<file path="src/rtl/mwc_pkg.sv">
// Shared types and constants for the match window counter.
// Latency: n/a (types and constant functions only).
// Backpressure: n/a.
package mwc_pkg;

    typedef enum logic [1:0] {
        IDLE   = 2'd0,
        COUNT  = 2'd1,
        REPORT = 2'd2
    } mwc_state_e;

    // Largest value a w-bit saturating counter can hold.
    function automatic logic [31:0] sat_max(input int unsigned w);
        return (w >= 32) ? 32'hFFFF_FFFF : ((32'd1 << w) - 32'd1);
    endfunction

endpackage

</file>
<file path="src/rtl/sat_counter.sv">
// Saturating up-counter with synchronous clear and load.
// Latency: count updates at the edge after clear/load/inc; sat is combinational on the count.
// Backpressure: none; an increment at saturation is silently dropped (caller watches o_sat).
module sat_counter
    import mwc_pkg::*;
#(
    parameter int W = 8
) (
    input  logic         clk,
    input  logic         reset,
    input  logic         i_clear,
    input  logic         i_load,
    input  logic [W-1:0] i_load_val,
    input  logic         i_inc,
    output logic [W-1:0] o_count,
    output logic         o_sat
);

    localparam logic [W-1:0] MAX_CNT = W'(sat_max(W));

    logic [W-1:0] r_count;

    assign o_count = r_count;
    assign o_sat   = (r_count == MAX_CNT);

    // Clear wins over load, load wins over increment; increments stop at MAX_CNT.
    always_ff @(posedge clk or posedge reset) begin
        if (reset) begin
            r_count <= '0;
        end else if (i_clear) begin
            r_count <= '0;
        end else if (i_load) begin
            r_count <= i_load_val;
        end else if (i_inc && !o_sat) begin
            r_count <= r_count + W'(1);
        end
    end

endmodule

</file>
<file path="src/rtl/match_window_counter.sv">
// Counts detector match pulses over a programmable window; reports total, flags threshold alarm.
// Latency: report valid the cycle after the last window sample; alarm one cycle after the crossing sample.
// Backpressure: report held stable until rpt_ready; counting pauses in REPORT (MWC_CARRY_EN carries matches over).
module match_window_counter
    import mwc_pkg::*;
#(
    parameter int WINDOW_W = 16,
    parameter int CNT_W    = 8
) (
    input  logic                clk,
    input  logic                reset,
    input  logic                match_in,
    input  logic                enable,
    input  logic [WINDOW_W-1:0] window_len,
    input  logic [CNT_W-1:0]    threshold,
    output logic                rpt_valid,
    input  logic                rpt_ready,
    output logic [CNT_W-1:0]    rpt_count,
    output logic                rpt_overflow,
    output logic                alarm,
    output logic                busy
);

    mwc_state_e          r_state, w_state_nxt;
    logic [WINDOW_W-1:0] r_timer, w_timer_nxt;
    logic [CNT_W-1:0]    r_thresh, w_thresh_nxt;
    logic                r_ovf, w_ovf_nxt;
    logic [CNT_W-1:0]    r_rpt_count, w_rpt_count_nxt;
    logic                r_rpt_ovf, w_rpt_ovf_nxt;
    logic                r_alarm, w_alarm_nxt;
    logic                r_busy;

    logic                w_handshake;
    logic                w_load;
    logic                w_cnt_clear;
    logic                w_cnt_inc;
    logic [CNT_W-1:0]    w_cnt;
    logic [CNT_W-1:0]    w_cnt_next;
    logic                w_cnt_sat;
    logic [CNT_W-1:0]    w_seed;
    logic                w_seed_ovf;
    logic [WINDOW_W-1:0] w_len_eff;

    // A zero-length window still samples one cycle.
    assign w_len_eff   = (window_len == '0) ? WINDOW_W'(1) : window_len;
    assign w_handshake = (r_state == REPORT) && rpt_ready;
    // A new window starts from IDLE, or straight out of an accepted report.
    assign w_load      = enable && ((r_state == IDLE) || w_handshake);
    assign w_cnt_clear = (r_state == COUNT) && !enable;
    assign w_cnt_inc   = (r_state == COUNT) && enable && match_in;
    assign w_cnt_next  = (w_cnt_inc && !w_cnt_sat) ? (w_cnt + CNT_W'(1)) : w_cnt;

    sat_counter #(
        .W (CNT_W)
    ) u_count (
        .clk        (clk),
        .reset      (reset),
        .i_clear    (w_cnt_clear),
        .i_load     (w_load),
        .i_load_val (w_seed),
        .i_inc      (w_cnt_inc),
        .o_count    (w_cnt),
        .o_sat      (w_cnt_sat)
    );

`ifdef MWC_CARRY_EN
    localparam logic [CNT_W-1:0] CNT_MAX = CNT_W'(sat_max(CNT_W));

    logic             w_carry_clear;
    logic             w_carry_inc;
    logic [CNT_W-1:0] w_carry;
    logic [CNT_W-1:0] w_carry_next;
    logic             w_carry_sat;

    // Carry only lives while a report waits; it is consumed (or dropped) as REPORT is left.
    assign w_carry_clear = (r_state != REPORT) || w_handshake;
    assign w_carry_inc   = (r_state == REPORT) && match_in;
    assign w_carry_next  = (w_carry_inc && !w_carry_sat) ? (w_carry + CNT_W'(1)) : w_carry;

    sat_counter #(
        .W (CNT_W)
    ) u_carry (
        .clk        (clk),
        .reset      (reset),
        .i_clear    (w_carry_clear),
        .i_load     (1'b0),
        .i_load_val ('0),
        .i_inc      (w_carry_inc),
        .o_count    (w_carry),
        .o_sat      (w_carry_sat)
    );

    // Seed includes a match landing on the handshake cycle itself.
    assign w_seed     = w_carry_next;
    assign w_seed_ovf = w_carry_sat || (w_carry_inc && (w_carry_next == CNT_MAX));
`else
    assign w_seed     = '0;
    assign w_seed_ovf = 1'b0;
`endif

    // Next-state and next-output decode for the window FSM.
    always_comb begin
        w_state_nxt     = r_state;
        w_timer_nxt     = r_timer;
        w_thresh_nxt    = r_thresh;
        w_ovf_nxt       = r_ovf;
        w_rpt_count_nxt = r_rpt_count;
        w_rpt_ovf_nxt   = r_rpt_ovf;
        w_alarm_nxt     = 1'b0;

        case (r_state)
            IDLE: begin
                // match_in ignored; w_load handles the start.
            end
            COUNT: begin
                if (!enable) begin
                    w_state_nxt = IDLE;
                end else begin
                    w_timer_nxt = r_timer - WINDOW_W'(1);
                    if (match_in && w_cnt_sat) begin
                        w_ovf_nxt = 1'b1;
                    end
                    // Fires only on the increment that lands on threshold, so at most
                    // once per window and never when the seed already sits at/above it.
                    if ((w_cnt_next != w_cnt) && (w_cnt_next == r_thresh) && (r_thresh != '0)) begin
                        w_alarm_nxt = 1'b1;
                    end
                    if (r_timer == WINDOW_W'(1)) begin
                        w_state_nxt     = REPORT;
                        w_rpt_count_nxt = w_cnt_next;
                        w_rpt_ovf_nxt   = w_ovf_nxt;
                    end
                end
            end
            REPORT: begin
                if (rpt_ready && !enable) begin
                    w_state_nxt = IDLE;
                end
            end
            default: begin
                w_state_nxt = IDLE;
            end
        endcase

        if (w_load) begin
            w_state_nxt  = COUNT;
            w_timer_nxt  = w_len_eff;
            w_thresh_nxt = threshold;
            w_ovf_nxt    = w_seed_ovf;
        end
    end

    // State and registered outputs; reset drops any window or pending report.
    always_ff @(posedge clk or posedge reset) begin
        if (reset) begin
            r_state     <= IDLE;
            r_timer     <= '0;
            r_thresh    <= '0;
            r_ovf       <= 1'b0;
            r_rpt_count <= '0;
            r_rpt_ovf   <= 1'b0;
            r_alarm     <= 1'b0;
            r_busy      <= 1'b0;
        end else begin
            r_state     <= w_state_nxt;
            r_timer     <= w_timer_nxt;
            r_thresh    <= w_thresh_nxt;
            r_ovf       <= w_ovf_nxt;
            r_rpt_count <= w_rpt_count_nxt;
            r_rpt_ovf   <= w_rpt_ovf_nxt;
            r_alarm     <= w_alarm_nxt;
            r_busy      <= (w_state_nxt != IDLE);
        end
    end

    assign rpt_valid    = (r_state == REPORT);
    assign rpt_count    = r_rpt_count;
    assign rpt_overflow = r_rpt_ovf;
    assign alarm        = r_alarm;
    assign busy         = r_busy;

endmodule

</file>
<file path="config.mk">
export PLATFORM = sky130hd
export DESIGN_NAME = match_window_counter
export DESIGN_NICKNAME = d
export VERILOG_FILES = /design/src/rtl/mwc_pkg.sv /design/src/rtl/sat_counter.sv /design/src/rtl/match_window_counter.sv
export SDC_FILE = /design/constraint.sdc
export NUM_CORES = 1
export LEC_CHECK = 0
export BUFFER_PORTS_ARGS = -buffer_cell sky130_fd_sc_hd__buf_2
export CAP_MARGIN = 20
export CORE_UTILIZATION = 34
export CTS_CLUSTER_DIAMETER = 30
export CTS_CLUSTER_SIZE = 12
export DETAILED_ROUTE_END_ITERATION = 8
export GPL_ROUTABILITY_DRIVEN = 0
export PLACE_DENSITY = 0.52
export SYNTH_ARGS = -nofsm -noshare
export SYNTH_HDL_FRONTEND = slang
export SYNTH_SLANG_ARGS = --single-unit
</file>
<file path="constraint.sdc">
create_clock -name clk -period 2.15 [get_ports clk]
set_input_delay 0.3225 -clock clk [delete_from_list [all_inputs] [get_ports clk]]
set_output_delay 0.3225 -clock clk [all_outputs]
set_load 0.02 [all_outputs]
</file>
==> results.cfg <==
[worst_setup_path]
worstPathRequired_ns = 2.35
critPathBufInv = 0
r2r_cells = 7
start_kind = flop
cpLargestDelayFamily = simple AND/OR/NAND/NOR gates
crit_top_cell = and2_1
end_kind = flop
arrival_ns = 2.18
critical_path_class = flop to flop
cp.depth = 7
crit_fanout = 5
cpMaxStageDelayCell = dfrtp_1
critPathMaxStageDelay_ns = 0.41
cp_cell_sequence = ha_1 -> and2_1 -> and2_1 -> nand3_1 -> xnor2_1 -> nand4b_1 -> nor4_2

[pwr]
ir_drop_mv = 0.276
clockPowerShare_pct = 26.1
p_leak_nw = 1.36
p_sw_share_pct = 31.8
p_switching_mw = 0.681
p_total_mw = 2.14
pwr_density_cell_nw_per_um2 = 732
p_seq_share_pct = 51.9
combPwrFrac_pct = 22.0
intPower_mw = 1.46

[logic_synthesis]
yosysTopAreaCell = dfrtp_1
synthTopCellsByArea = dfrtp_1, nand2_1, nor2_1, xnor2_1, o21ai_0
synth_top_area_share_pct = 47.4
synthesis.nets = 299
synth.distinct_cells = 48
syn-cell-area_um2 = 2430
synth_fa_ha_area_share_pct = 1.55
ys_ff_latch = 46
synthMuxAreaShare_pct = 1.29
ys_seq_area_share_pct = 47.4
ys_warn_count = 0
synthArstFlopShare_pct = 100
synthFlopType = dfrtp_1
syn_inst = 267
synth_xor_xnor_area_share_pct = 6.50
avgSynthCellArea_um2 = 9.09
synth_top_family_by_area = simple AND/OR/NAND/NOR gates
synth_compound_area_share_pct = 13.5
synthSimpleGateAreaFrac_pct = 27.1
synth_edf_count = 0

[outcome]
status = finished, final reports clean

[die]
die_x_um = 86.5
ios = 41
die_area_um2 = 7480
core_um2 = 6830
dieHeight_um = 86.5
initial_utilization_pct = 35.5
row_count = 30

[global_routing]
grt_usage_pct = 17.1
grt_max_degree = 47
grt-ovfl-total = 0
grt_first_pass_wirelength_um = 10100
antenna_found_initial = 0
grt_pass1_vias = 2060

[route]
drt-total-wl_um = 5890
firstDrtPassIters = 4
routedWlPerCell_um = 14.2
drc = 0
vias = 2113
vias_per_cell = 5.10
drtIter0Drc = 78
antenna_left = 0

[cts]
cts_hold_buf = 0
cts_tree = built
cts_buffers = 5
clk_pin_slew_worst_paths_ns = 0.09
worstSkewPairLatency_ns = 0.29
clockBufferDepth = 2
htreeDepth = 2
cts_root_buffer = clkbuf_8
cts_sinks = 46

[sta]
fin_crit_ns = 1.98
slew_headroom_pct = 57.8
worstMarginPinSlew_ns = 0.628
skew_ns = 0.00723
finalHoldViolations = 0
slew_violations = 0
setup_viol = 0
rsz0062_at_grt = false
tns_ns = 0
max_clock_freq_mhz = 505
fin_crit_sh_pct = 92.0
final.setup.worst_slack_ns = 0.171

[min_path]
hold_class = primary input to asynchronous set/reset pin

[job]
max-cap-violations = 0

[cells_and_area]
layout.nets = 349
final_cell_mix = nand2_1, dfrtp_1, buf_2, nor2_1, o21ai_0
drive_gt1_share_pct = 22.6
fin_cells = 414
area_growth_pct = 20.4
final_common_cell = nand2_1
fill_cells = 736
antenna_cells = 0

[place]
dp_hpwl_um = 4340
io_buffers = 40
dpl_worst_slack_ns = 0.0361
placed_cells = 403
-- power by group through the flow --
stage / sequential (mW) / clock (mW) / combinational, mW
2_1_floorplan: 1.10 / 0 / 0.324
3_3_place_gp: 1.12 / 0 / 0.469
3_5_place_dp: 1.12 / 0 / 0.471
4_1_cts: 1.11 / 0.583 / 0.474
5_1_grt: 1.13 / 0.610 / 0.541
6_report: 1.11 / 0.558 / 0.471
-- through the flow --
step	util, %	instance area, µm²	hold slack, ns
finish	42.8	2920	0.172
global route	42.8	2920	0.222
global placement	40.6	2770	0.458
detailed placement	40.6	2770	0.466
floorplan	-	2430	0.428
CTS	42.0	2870	0.189
-- cell type report --
type	count	area [µm²]	area share (%)
Tap cell	96	120	4.11
Multi-Input combinational cell	206	1240	42.5
Clock inverter	2	12.5	0.428
Inverter	6	22.5	0.771
Sequential cell	46	1150	39.4
Clock buffer	6	82.6	2.83
Timing Repair Buffer	52	290	9.94
-- worst min-delay path: stages --
cell and delay [ns]:
buf_2 0.10, inv_2 0.03, buf_4 0.48
-- worst paths after layout --
kind	start	end	slack, ns
setup / recovery	u_count.o_count[1]$_DFF_PP0_	alarm$_DFF_PP0_	0.17
hold / removal	reset	r_timer[2]$_DFFE_PP0P_	0.17
setup reg to reg	u_count.o_count[1]$_DFF_PP0_	alarm$_DFF_PP0_	0.17
hold reg to reg	rpt_count[7]$_DFFE_PP0P_	rpt_count[7]$_DFFE_PP0P_	0.48
max in group asynchronous	reset	u_count.o_count[7]$_DFF_PP0_	1.58
min in group clk	threshold[7]	r_thresh[7]$_DFFE_PP0P_	0.22
-- per-layer routing --
layer / global-route usage [%] / wire length [µm]
met3: 3.24 / 222
met4: 3.18 / 50
met2: 29.4 / 2960
met1: 22.8 / 2650
met5: 0 / 0
-- sequential cells by signal, summed over array words and instances (netlist names) --
name / flops
r_thresh: 8
u_count.o_count: 8
r_state: 2
alarm: 1
r_timer: 16
rpt_overflow: 1
busy: 1
r_ovf: 1
rpt_count: 8
-- cells by family (layout without fill, tap and decap cells) --
logic type | Yosys count | in the layout
and+or+nand+nor | 132 | 132
buffers and inverters | 15 | 66
xor gates and xnor gates | 18 | 18
muxes | 3 | 3
DFF | 46 | 46
AOI/OAI and AO/OA | 50 | 50
adders and majority gates | 3 | 3
-- Yosys cell counts (2+ instances only) --
library cell  instances
o21ai_0              14
a211o_1               2
nand4b_1              2
inv_1                 6
o211ai_1              3
xor2_1                7
nor4_1                9
nand3_1               6
dfrtp_1              46
nand4_1               6
clkbuf_1              4
a21oi_1              11
nand2_1              50
nor4_2                2
xnor2_1              11
nor3_1                7
and3b_1               2
a21o_1                3
nor2_1               27
o311ai_0              2
and3_1                4
a31oi_1               2
nor2b_1               2
a22oi_1               5
and4_1                4
ha_1                  3
and2_1                2
nand2b_1              2
mux2i_1               2
buf_2                 3
-- what timing repair did --
action                                 4_1_cts  5_1_grt
buffers inserted                             0        3
gates resized for setup                      1        5
endpoints found under the hold margin        0        0
setup endpoints to repair                    1        1
Note: power is estimated with default switching activity, not from simulation.
